===== config.mk =====
export PLATFORM = sky130hd
export DESIGN_NAME = bus_drive_sequencer
export DESIGN_NICKNAME = d
export VERILOG_FILES = /design/src/rtl/bus_drive_sequencer.sv
export SDC_FILE = /design/constraint.sdc
export NUM_CORES = 1
export LEC_CHECK = 0
export CAP_MARGIN = 30
export CORE_ASPECT_RATIO = 0.75
export CORE_UTILIZATION = 45
export CTS_CLUSTER_DIAMETER = 60
export CTS_CLUSTER_SIZE = 14
export DETAILED_ROUTE_END_ITERATION = 10
export DONT_BUFFER_PORTS = 1
export SYNTH_ARGS = -nofsm -noshare
export SYNTH_HDL_FRONTEND = slang
export SYNTH_SLANG_ARGS = --single-unit

===== constraint.sdc =====
create_clock -name clock -period 1.6 [get_ports clock]
set_clock_uncertainty 0.05 [all_clocks]
set_input_delay 0.32 -clock clock [delete_from_list [all_inputs] [get_ports clock]]
set_output_delay 0.32 -clock clock [all_outputs]
set_load 0.1 [all_outputs]

===== src/rtl/bus_drive_sequencer.sv =====
// bus_drive_sequencer: turns a 5-bit bus source code into registered one-hot
// drive enables for 24 sources; optional break-before-make (BUS_TURNAROUND_EN).
//
// Ports:
//   clock     rising-edge clock
//   clear     async active-high reset
//   src_code  requested source (0-15 R0-R15, 16 HI, 17 LO, 18 ZHI,
//             19 ZLO, 20 PC, 21 MDR, 22 InPort, 23 C)
//   src_valid request active, held while the source must drive
//   drv_en    registered one-hot drive enables, bit k = code k
//   cur_code  code currently driving, 0 when nothing drives
//   drv_ack   one-cycle pulse on the first cycle of a new grant
//   busy      high while in turnaround (always 0 without the macro)
//   bad_code  one-cycle pulse for an out-of-range code with src_valid
//
// Build option: BUS_TURNAROUND_EN adds the TURN state, counter and busy.
module bus_drive_sequencer #(
  parameter int NUM_SRC     = 24,
  parameter int TURN_CYCLES = 1
) (
  input  logic               clock,
  input  logic               clear,
  input  logic [4:0]         src_code,
  input  logic               src_valid,
  output logic [NUM_SRC-1:0] drv_en,
  output logic [4:0]         cur_code,
  output logic               drv_ack,
  output logic               busy,
  output logic               bad_code
);

  typedef enum logic [1:0] {
    IDLE  = 2'd0,
    DRIVE = 2'd1,
    TURN  = 2'd2
  } state_t;

  state_t state_q, state_d;

  // Request is captured first; the FSM acts on the captured copy so that
  // every output is a flop and a request sampled at edge N lands at N+1.
  logic       req_v;
  logic [4:0] req_code;
  logic       req_in;
  logic       req_ok;
  logic       req_bad;

  logic [4:0]         code_d;
  logic               ack_d;
  logic [NUM_SRC-1:0] drv_d;

  assign req_in  = {1'b0, req_code} < 6'(NUM_SRC);
  assign req_ok  = req_v && req_in;
  assign req_bad = req_v && !req_in;

`ifdef BUS_TURNAROUND_EN
  logic [2:0] cnt_q, cnt_d;
  logic [4:0] pend_q, pend_d;
`else
  logic unused_turn;
  assign unused_turn = |3'(TURN_CYCLES);
`endif

  always_comb begin
    state_d = state_q;
    code_d  = cur_code;
    ack_d   = 1'b0;
`ifdef BUS_TURNAROUND_EN
    cnt_d   = cnt_q;
    pend_d  = pend_q;
`endif
    unique case (state_q)
      IDLE: begin
        if (req_ok) begin
          state_d = DRIVE;
          code_d  = req_code;
          ack_d   = 1'b1;
        end
      end
      DRIVE: begin
        if (!req_ok) begin
          state_d = IDLE;
          code_d  = '0;
        end else if (req_code != cur_code) begin
`ifdef BUS_TURNAROUND_EN
          state_d = TURN;
          code_d  = '0;
          pend_d  = req_code;
          cnt_d   = 3'(TURN_CYCLES - 1);
`else
          code_d  = req_code;
          ack_d   = 1'b1;
`endif
        end
      end
`ifdef BUS_TURNAROUND_EN
      TURN: begin
        if (!req_ok) begin
          state_d = IDLE;
          code_d  = '0;
          cnt_d   = '0;
          pend_d  = '0;
        end else if (cnt_q == 3'd0) begin
          state_d = DRIVE;
          code_d  = pend_q;
          ack_d   = 1'b1;
        end else begin
          // latest request wins; countdown is not restarted
          cnt_d  = cnt_q - 3'd1;
          pend_d = req_code;
        end
      end
`endif
      default: begin
        state_d = IDLE;
        code_d  = '0;
      end
    endcase
  end

  always_comb begin
    drv_d = '0;
    for (int k = 0; k < NUM_SRC; k++) begin
      drv_d[k] = (state_d == DRIVE) && (code_d == 5'(k));
    end
  end

  always_ff @(posedge clock or posedge clear) begin
    if (clear) begin
      req_v    <= 1'b0;
      req_code <= '0;
      state_q  <= IDLE;
      cur_code <= '0;
      drv_en   <= '0;
      drv_ack  <= 1'b0;
      bad_code <= 1'b0;
    end else begin
      req_v    <= src_valid;
      req_code <= src_code;
      state_q  <= state_d;
      cur_code <= code_d;
      drv_en   <= drv_d;
      drv_ack  <= ack_d;
      bad_code <= req_bad;
    end
  end

`ifdef BUS_TURNAROUND_EN
  always_ff @(posedge clock or posedge clear) begin
    if (clear) begin
      cnt_q  <= '0;
      pend_q <= '0;
      busy   <= 1'b0;
    end else begin
      cnt_q  <= cnt_d;
      pend_q <= pend_d;
      busy   <= (state_d == TURN);
    end
  end
`else
  assign busy = 1'b0;
`endif

endmodule


==> results.py <==
metrics = {
    "drt": {
        "drtIter0Drc": 31,
        "ant_nets": 0,
        "wirelength_um": 2800,
        "vias_per_cell": 5.11,
        "drtPass1Iterations": 4,
        "drc": 0,
        "vias": 987,
        "wl_per_cell_um": 14.5,
    },
    "global_routing": {
        "grt_max_degree": 40,
        "grt_pass1_wl_um": 4560,
        "grt_pass1_vias": 949,
        "antenna_found_initial": 0,
        "track_usage": 0.170,
        "grt-ovfl-total": 0,
    },
    "timing": {
        "final_hold_viol_count": 0,
        "rsz0062_at_grt": "true",
        "fmax_mhz": 640,
        "setup-violations-final": 0,
        "tns_ns": 0,
        "whs_ns": 0.0161,
        "layout_min_cycle_time_ns": 1.56,
        "fin_ws_ns": 0.0384,
        "slew_viol_final": 0,
        "finalCritPeriodShare": 0.976,
    },
    "worst_setup_path": {
        "worstSetupStartpoint": "state_q[1]$_DFF_PP0_",
        "critPathSlowestCell": "dfrtp_1",
        "crit_family": "simple AND/OR/NAND/NOR gates",
        "endpoint_kind": "flop",
        "critPathKind": "reg2reg",
        "crit_buf_inv": 2,
        "critPathMostFrequentCell": "buf_4",
        "slowest_delay_ns": 0.39,
        "worst-endpoint-arrival_ns": 1.70,
        "worstPathMaxFanout": 10,
        "worstPathRequired_ns": 1.73,
        "worst_setup_path_start_kind": "flop",
        "path_cells": "buf_4 -> nor3b_1 -> a32oi_4 -> buf_4 -> nor3_1",
        "r2r_start": "state_q[1]$_DFF_PP0_",
    },
    "power": {
        "p_int_w": 0.00147,
        "p_sw_w": 0.000528,
        "seq_power_share": 0.519,
        "clkPwrFrac": 0.352,
        "p_sw_frac": 0.264,
        "p_leak_nw": 0.917,
        "comb_power_share": 0.130,
        "vdd.ir_drop.worst_v": 0.000603,
        "power-per-cell-area_nw_per_um2": 1020,
    },
    "yosys": {
        "synth_top_area_frac": 0.634,
        "yosys_register_bits": 39,
        "yosys.area.top_type": "dfrtp_1",
        "yosysUniqueCellTypes": 29,
        "synth_edf_count": 0,
        "synthTopCellsByArea": "dfrtp_1 63%, nor3_2 7.8%, nor3_1 4.5%",
        "syn-cell-area_um2": 1540,
        "synth-main-ff-cell": "dfrtp_1",
        "async_reset_ff_frac": 1.00,
        "synthTopCellsByCount": "39 x dfrtp_1, 14 x nor3_1, 12 x nor3_2",
        "netlist_instances": 111,
        "syn_area_per_cell_um2": 13.9,
        "synth_most_common_cell": "dfrtp_1",
        "yosys_warnings": 0,
        "yosysSeqAreaShare": 0.634,
    },
    "clocking": {
        "clock-sinks": 39,
        "root_buffer": "clkbuf_8",
        "clkTransAtPathRegs_ns": 0.07,
        "cts_max_level": 2,
        "tritoncts": "yes",
        "cts_made_buffers": 5,
        "clockBufferDepth": 2,
        "clk_latency_ns": 0.28,
    },
    "cells_and_area": {
        "finish.utilization": 0.633,
        "finalNetCount": 162,
        "ff_latch_area_um2": 986,
        "fillers": 237,
        "final_cell_count_no_fill": 193,
        "drive_gt1_frac": 0.465,
        "diodes": 0,
        "syn_to_final_growth_pct": 27.7,
        "multi_input_area_um2": 503,
    },
    "floorplanning": {
        "die_area_um2": 3660,
        "start_util": 0.496,
        "coreArea_um2": 3110,
        "die-width_um": 69.6,
        "ios": 40,
        "fp-row-count": 17,
        "die_h_um": 52.7,
    },
    "worst_hold_path": {
        "hp-start": "src_code[2]",
        "hold_class": "in2reg",
    },
    "placement": {
        "port_buffers": 0,
        "gp_congestion": 0.859,
        "dp_hpwl_um": 2050,
        "place_inst": 183,
        "dpl_worst_slack_ns": 0.0459,
    },
    "job": {
        "drv_cap": 0,
    },
    "outcome": {
        "status": "finished, final reports clean",
    },
}
==> through the flow <==
step / instance area (um2) / power, W
final: 1970 / 0.00200
after floorplan: 1550 / 0.00126
after global routing: 1970 / 0.00208
after global placement: 1850 / 0.00131
after detailed placement: 1850 / 0.00131
after CTS: 1960 / 0.00202
==> worst reg2reg max path: cells and delay by family (launching register included) <==
kind,cells,cell delay [ns]
flops,1,0.39
buf+inv,2,0.37
compound gates,1,0.12
simple gates,2,0.54
==> cells in the final DEF (no fill, tap or decap), drive strengths merged <==
cell type     n
and2b         1
dfrtp        39
o31a          1
and2          1
nand4         1
nand3         5
nand3b        1
nand2         3
inv           4
xnor2         4
a21bo         1
clkbuf        8
dlygate4sd3   1
buf          40
conb          2
nor2          2
nor2b         3
nor3b         3
a32oi         2
nor3         26
a21oi         3
xor2          1
a2111oi       1
o211a         1
and3          1
==> final timing paths <==
| path | depth (start not counted) | end | slack [ns] |
|---|---|---|---|
| worst max-delay path | 5 | drv_en[15]$_DFF_PP0_ | 0.04 |
| worst min-delay path | 0 | req_code[2]$_DFF_PP0_ | 0.02 |
| worst max register to register | 5 | drv_en[15]$_DFF_PP0_ | 0.04 |
| worst min register to register | 2 | cur_code[0]$_DFF_PP0_ | 0.51 |
| max in group asynchronous | 3 | cur_code[2]$_DFF_PP0_ | 0.60 |
| min in group asynchronous | 3 | cur_code[1]$_DFF_PP0_ | 0.54 |
==> logic make-up (layout without fill, tap and decap cells) <==
kind of cell | Yosys count | count (layout) | share of synthesized area
compound gates | 9 | 9 | 0.0861
xor+xnor | 5 | 5 | 0.0284
buf+inv | 10 | 53 | 0.0422
flops | 39 | 39 | 0.634
other cells | 1 | 2 | 0.00243
simple gates | 47 | 47 | 0.207
==> power by group through the flow <==
stage	Combinational [W]	Sequential, W	Clock, W
after floorplan	0.000124	0.00114	0
after global placement	0.000255	0.00105	0
after detailed placement	0.000258	0.00106	0
after CTS	0.000260	0.00104	0.000718
after global routing	0.000276	0.00104	0.000760
final	0.000259	0.00104	0.000703
==> area by class of cell <==
class,count,share of cell area
Clock buffer,8,0.0509
Inverter,4,0.0102
Multi-Input combinational cell,63,0.256
Sequential cell,39,0.501
Tap cell,38,0.0242
Timing Repair Buffer,41,0.158
==> sequential cells by signal, summed over array words and instances, names as in the netlist <==
name / cells
drv_ack: 1
req_v: 1
req_code: 5
drv_en: 24
bad_code: 1
cur_code: 5
state_q: 2
==> repair_timing <==
item,CTS,global route
gates resized for setup,0,0
endpoints found under the setup margin,0,15
endpoints found under the hold margin,10,0
hold buffers,1,0
setup buffers,0,1
==> metal layers <==
layer | track usage | vias up | share of wire
li1 | - | 468 | -
met1 | 0.241 | 488 | 0.50
met2 | 0.235 | 28 | 0.43
met3 | 0.0615 | 3 | 0.057
met4 | 0.0714 | 0 | 0.0057
met5 | 0 | - | 0
Note: power is estimated with default switching activity, not from simulation.
